===== src/rtl/riscv_core_branch_ctrl.sv =====
// ============================================================================
//  Module   : riscv_core_branch_ctrl
//  Brief    : EX-stage branch resolution controller. Detects mispredicts and
//             misaligned taken targets, sequences flush + fetch redirect or an
//             instruction-address-misaligned trap, and keeps branch statistics.
//  Revision : 1.0  initial release
// ============================================================================
`default_nettype none

module riscv_core_branch_ctrl #(
    parameter int XLEN  = 64,
    parameter int CNT_W = 32
) (
    input  logic             i_clk,
    input  logic             i_rst,
    input  logic             i_branch_ctrl_valid,
    output logic             o_branch_ctrl_ready,
    input  logic             i_branch_ctrl_istaken,
    input  logic             i_branch_ctrl_addr_mismatch,
    input  logic             i_branch_ctrl_is_jump,
    input  logic             i_branch_ctrl_pred_taken,
    input  logic [XLEN-1:0]  i_branch_ctrl_pc,
    input  logic [XLEN-1:0]  i_branch_ctrl_target,
    output logic             o_branch_ctrl_flush,
    output logic             o_branch_ctrl_redirect_valid,
    output logic [XLEN-1:0]  o_branch_ctrl_redirect_pc,
    input  logic             i_branch_ctrl_redirect_ready,
    output logic             o_branch_ctrl_trap_valid,
    output logic [3:0]       o_branch_ctrl_trap_cause,
    output logic [XLEN-1:0]  o_branch_ctrl_trap_tval,
    input  logic             i_branch_ctrl_trap_ack,
    output logic             o_branch_ctrl_stall,
    input  logic             i_branch_ctrl_clr_cnt,
    output logic [CNT_W-1:0] o_branch_ctrl_branch_cnt,
    output logic [CNT_W-1:0] o_branch_ctrl_mispredict_cnt
);

    localparam logic [3:0] c_cause_misaligned = 4'd0;

    typedef enum logic [1:0] {
        ST_IDLE     = 2'd0,
        ST_REDIRECT = 2'd1,
        ST_TRAP     = 2'd2
    } state_t;

    state_t            r_state;
    state_t            w_state_nxt;

    logic              r_flush;
    logic              r_redirect_valid;
    logic [XLEN-1:0]   r_redirect_pc;
    logic              r_trap_valid;
    logic [XLEN-1:0]   r_trap_tval;
    logic              r_stall;
    logic [CNT_W-1:0]  r_branch_cnt;
    logic [CNT_W-1:0]  r_mispredict_cnt;

    logic              w_ready;
    logic              w_accept;
    logic              w_taken;
    logic              w_mis;
    logic              w_mp;
    logic              w_redirect_start;
    logic              w_trap_start;
    logic [XLEN-1:0]   w_redirect_pc_nxt;

    assign w_ready  = (r_state == ST_IDLE);
    assign w_accept = i_branch_ctrl_valid & w_ready;

    // Misalignment only matters when control actually leaves the fall-through path.
    assign w_taken  = i_branch_ctrl_istaken | i_branch_ctrl_is_jump;
    assign w_mis    = i_branch_ctrl_addr_mismatch & w_taken;
    assign w_mp     = (w_taken != i_branch_ctrl_pred_taken);

    assign w_trap_start     = w_accept & w_mis;
    assign w_redirect_start = w_accept & w_mp & ~w_mis;

    assign w_redirect_pc_nxt = w_taken ? i_branch_ctrl_target
                                       : (i_branch_ctrl_pc + XLEN'(4));

    always_comb begin
        w_state_nxt = r_state;
        case (r_state)
            ST_IDLE: begin
                if (w_trap_start) begin
                    w_state_nxt = ST_TRAP;
                end else if (w_redirect_start) begin
                    w_state_nxt = ST_REDIRECT;
                end
            end
            ST_REDIRECT: begin
                if (i_branch_ctrl_redirect_ready) begin
                    w_state_nxt = ST_IDLE;
                end
            end
            ST_TRAP: begin
                if (i_branch_ctrl_trap_ack) begin
                    w_state_nxt = ST_IDLE;
                end
            end
            default: w_state_nxt = ST_IDLE;
        endcase
    end

    // Request and stall flags track the next state so they drop on the completing edge.
    always_ff @(posedge i_clk or posedge i_rst) begin
        if (i_rst) begin
            r_state          <= ST_IDLE;
            r_flush          <= 1'b0;
            r_redirect_valid <= 1'b0;
            r_trap_valid     <= 1'b0;
            r_stall          <= 1'b0;
            r_redirect_pc    <= '0;
            r_trap_tval      <= '0;
        end else begin
            r_state          <= w_state_nxt;
            r_flush          <= w_trap_start | w_redirect_start;
            r_redirect_valid <= (w_state_nxt == ST_REDIRECT);
            r_trap_valid     <= (w_state_nxt == ST_TRAP);
            r_stall          <= (w_state_nxt != ST_IDLE);
            if (w_redirect_start) begin
                r_redirect_pc <= w_redirect_pc_nxt;
            end
            if (w_trap_start) begin
                r_trap_tval <= i_branch_ctrl_target;
            end
        end
    end

    always_ff @(posedge i_clk or posedge i_rst) begin
        if (i_rst) begin
            r_branch_cnt     <= '0;
            r_mispredict_cnt <= '0;
        end else if (i_branch_ctrl_clr_cnt) begin
            r_branch_cnt     <= '0;
            r_mispredict_cnt <= '0;
        end else begin
            if (w_accept) begin
                r_branch_cnt <= r_branch_cnt + CNT_W'(1);
            end
            if (w_redirect_start) begin
                r_mispredict_cnt <= r_mispredict_cnt + CNT_W'(1);
            end
        end
    end

    assign o_branch_ctrl_ready          = w_ready;
    assign o_branch_ctrl_flush          = r_flush;
    assign o_branch_ctrl_redirect_valid = r_redirect_valid;
    assign o_branch_ctrl_redirect_pc    = r_redirect_pc;
    assign o_branch_ctrl_trap_valid     = r_trap_valid;
    assign o_branch_ctrl_trap_cause     = c_cause_misaligned;
    assign o_branch_ctrl_trap_tval      = r_trap_tval;
    assign o_branch_ctrl_stall          = r_stall;
    assign o_branch_ctrl_branch_cnt     = r_branch_cnt;
    assign o_branch_ctrl_mispredict_cnt = r_mispredict_cnt;

endmodule

`default_nettype wire


===== config.mk =====
export PLATFORM = sky130hd
export DESIGN_NAME = riscv_core_branch_ctrl
export DESIGN_NICKNAME = d
export VERILOG_FILES = /design/src/rtl/riscv_core_branch_ctrl.sv
export SDC_FILE = /design/constraint.sdc
export NUM_CORES = 1
export LEC_CHECK = 0
export BUFFER_PORTS_ARGS = -buffer_cell sky130_fd_sc_hd__buf_2
export CAP_MARGIN = 25
export CORE_MARGIN = 5
export CORE_UTILIZATION = 45
export DETAILED_ROUTE_END_ITERATION = 8
export PLACE_DENSITY_LB_ADDON = 0.3
export SKIP_LAST_GASP = 1
export SLEW_MARGIN = 20
export SYNTH_ARGS = -nofsm -noshare
export SYNTH_HDL_FRONTEND = slang
export SYNTH_SLANG_ARGS = --single-unit
export TNS_END_PERCENT = 50

===== constraint.sdc =====
create_clock -name i_clk -period 11.5 [get_ports i_clk]
set_input_delay 0.575 -clock i_clk [delete_from_list [all_inputs] [get_ports i_clk]]
set_output_delay 0.575 -clock i_clk [all_outputs]
set_load 0.01 [all_outputs]

==> results.tsv <==
stage	metric	value	unit
status	status	finished clean	
synthesis	Synth area leaders	dfrtp_1 (50%), nand2_1 (11%), xnor2_1 (4.8%), nor2_1 (4.5%), xor2_1 (4.2%)	
sta	Layout Skew	0.01521	ns
synthesis	Yosys reg bits	198	
floorplan	Initial Utilization	45.67	%
critical_path	worst r2r path cells	7	
sta	Sum Neg Setup Slack	0	ns
floorplan	Die ar.	25150	um2
clock_tree	post_cts resized	0	
clock_tree	Post-CTS Setup Bufs	0	
grt	global-route wire length before repair	48660	um
detailed_routing	Routed WL per cell	17.81	um
layout	share of layout cells above drive strength 1	27.52	%
floorplan	die extent in y	158.6	um
clock_tree	CTS tree	yes	
critical_path	R2R setup slack	8.93	ns
place	Inst Count DP	1709	
synthesis	xor/xnor cell area share of the yosys netlist	8.991	%
sta	Slew Limit Fails	0	
floorplan	die width	158.6	um
critical_path	critical path data arrival time	3.39	ns
detailed_routing	vias per cell	5.353	
synthesis	Cells after Synth	1151	
power	Power, Total	1995	uW
flow_run	max-cap violation count	0	
detailed_routing	total number of vias	9341	
layout	non-filler cells, final	1745	
synthesis	Post-synth EDFFs	0	
clock_tree	Skew-Pair Late Insertion Delay	0.44	ns
synthesis	ys async rst share	100.0	%
place	RD Place Congestion	0.8593	
sta	minimum clock period	3.040	ns
power	Static Leak	0.006002	uW
synthesis	Syn Area/Cell	8.632	um2
synthesis	Yosys top cell area share	49.87	%
critical_path	R2R Path Start	r_state[0]$_DFF_PP0_	
sta	RSZ-0062 raised after global routing	no	
critical_path	WS Path Type	input pin to flop	
layout	Final Util	56.87	%
grt	Total GRT Usage	24.44	%
synthesis	most common cell in the netlist	nand2_1	
synthesis	Yosys cell types	47	
synthesis	Synth area leader	dfrtp_1	
clock_tree	CTS Buf Count	17	
detailed_routing	DRT Pass-1 Iters	5	
clock_tree	number of hold buffers added after cts	0	
critical_path	r2r endpoint	o_branch_ctrl_redirect_pc[59]$_DFFE_PP0P_	
synthesis	Post-synth top cells	nand2_1 (283), dfrtp_1 (198), nor2_1 (120)	
sta	Fin. Hold Viols	0	
critical_path	Worst Path Max Fanout	75	
critical_path	startpoint types	input pin	
detailed_routing	Post-DRT Antenna Nets	0	
power	maximum VDD drop	0.07830	mV
synthesis	Synth Area in Simple Gates	28.31	%
synthesis	top_reg_cell synth	dfrtp_1	
clock_tree	CTS clk-pin slew, worst paths	0.08	ns
sta	Worst Slack Setup Final	8.460	ns
layout	Total Nets Final	1590	
detailed_routing	DRC Markers	0	
synthesis	YS warnings	0	
place	PortBufs	334	
synthesis	mux contribution to synthesized area	0.5163	%
floorplan	std cell rows	54	
synthesis	largest family of logic cells by synthesized area	simple AND/OR/NAND/NOR gates	
critical_path	Req. time, crit path	11.85	ns
synthesis	fraction of the mapped netlist area in adder cells	0.3778	%
grt	initial antenna violation count	7	
layout	P&R area growth vs syn	24.52	%
sta	Tightest Pin Transition	0.9568	ns
detailed_routing	Routed WL	31070	um
power	pwr dens	161.2	nW/um2
place	pre-CTS setup slack	8.006	ns
clock_tree	H-tree Lvls	4	
sta	fmax	0.3290	GHz
grt	number of global-route vias before repair	9152	
synthesis	Synth Area in Compound Gates	8.500	%
grt	gr ovfl total	0	
sta	Max-Slew Margin vs Limit	36.21	%
place	DP Wirelength	22190	um
synthesis	synthesized cell area	9936	um2
synthesis	register area share after synthesis	49.87	%
clock_tree	CTS max path bufs	2	
critical_path	critical path capture point type	flop	
clock_tree	Clk Tree Root Cell	clkbuf_16	
floorplan	Boundary Pins	339	
worst_hold_path	class of the worst hold path	input pin to async pin	
sta	period utilisation layout	26.43	%
clock_tree	clk sinks	198	
grt	largest net degree at the start of global routing	124	
detailed_routing	initial DRC count	573	
critical_path	crit path from	i_branch_ctrl_istaken	
sta	# setup viols final	0	
floorplan	core area	21760	um2
cells by family after synthesis:
kind of cell | count (synthesis)
simple gates | 606
buf+inv | 83
flops | 198
xor+xnor | 102
fa+ha+maj | 3
compound gates | 153
mux | 5
other cells | 1
per-stage QoR:
stage | hold WS [ns] | area (um2)
after global routing | 0.3381 | 12370
final | 0.3146 | 12370
after detailed placement | 0.4562 | 11780
after global placement | 0.4533 | 11780
after CTS | 0.3324 | 12330
after floorplan | 0.5139 | 9947
flip-flops by register name, summed over array words and instances, names as in the netlist:
signal,flops
o_branch_ctrl_redirect_valid,1
r_state,2
o_branch_ctrl_flush,1
o_branch_ctrl_trap_valid,1
o_branch_ctrl_trap_tval,64
o_branch_ctrl_mispredict_cnt,32
o_branch_ctrl_branch_cnt,32
o_branch_ctrl_redirect_pc,64
o_branch_ctrl_stall,1
how the worst max path moves through the flow:
stage / end / slack, ns / cells after the start
after floorplan: o_branch_ctrl_branch_cnt[0]$_DFFE_PP0P_ / 5.53 / 1
after global placement: o_branch_ctrl_redirect_pc[31]$_DFFE_PP0P_ / 8.06 / 8
after CTS: o_branch_ctrl_redirect_pc[59]$_DFFE_PP0P_ / 8.44 / 8
after detailed placement: o_branch_ctrl_redirect_pc[37]$_DFFE_PP0P_ / 8.01 / 8
after global routing: o_branch_ctrl_redirect_pc[59]$_DFFE_PP0P_ / 8.23 / 8
final: o_branch_ctrl_redirect_pc[59]$_DFFE_PP0P_ / 8.46 / 8
worst max-delay path, cell delays in order:
cell and delay, ns:
buf_2 0.10, or2_4 0.68, mux2_2 0.38, and2_2 0.16
buf_4 0.54, nand2_1 0.29, buf_4 0.33, o211ai_1 0.23
power by group:
group	switching (uW)	internal, uW
clock	287	289
sequential	80.0	838
combinational	303	198
placed cells by master (no fill, tap or decap), types with 3 or more instances in the layout:
| cell type | count |
|---|---|
| a21oi_1 | 60 |
| a31oi_1 | 6 |
| and3_1 | 15 |
| and4_1 | 4 |
| buf_2 | 333 |
| buf_4 | 7 |
| clkbuf_16 | 17 |
| clkinv_4 | 5 |
| conb_1 | 4 |
| dfrtp_1 | 198 |
| diode_2 | 4 |
| ha_1 | 3 |
| inv_1 | 17 |
| inv_6 | 3 |
| inv_8 | 4 |
| mux2i_1 | 4 |
| nand2_1 | 282 |
| nand3_1 | 59 |
| nand4_1 | 34 |
| nor2_1 | 119 |
| nor3_1 | 28 |
| nor3_2 | 5 |
| nor4_1 | 12 |
| nor4_2 | 4 |
| o211ai_1 | 7 |
| o21ai_0 | 48 |
| o22ai_1 | 29 |
| or3_1 | 19 |
| xnor2_1 | 54 |
| xor2_1 | 48 |
layer usage:
| layer | part of all wire [%] | up-vias | global-route usage, % | wire (um) |
|---|---|---|---|---|
| met2 | 47 | 342 | 39.21 | 14740 |
| met5 | 0.080 | - | 0 | 25 |
| met3 | 8.8 | 57 | 6.877 | 2746 |
| li1 | - | 4476 | - | - |
| met4 | 2.5 | 4 | 7.555 | 773 |
| met1 | 41 | 4462 | 32.35 | 12780 |
area by class of cell:
cell class | instances | area [um2]
inverter | 18 | 75.07
sequential | 198 | 4955
multi-input combinational | 873 | 4682
clock inverter | 13 | 113.9
tap | 280 | 350.3
clock buffer | 18 | 439.2
timing repair buffer | 341 | 1747
fill | 2053 | 9384
antenna | 4 | 10.01
Note: power is estimated with default switching activity, not from simulation.
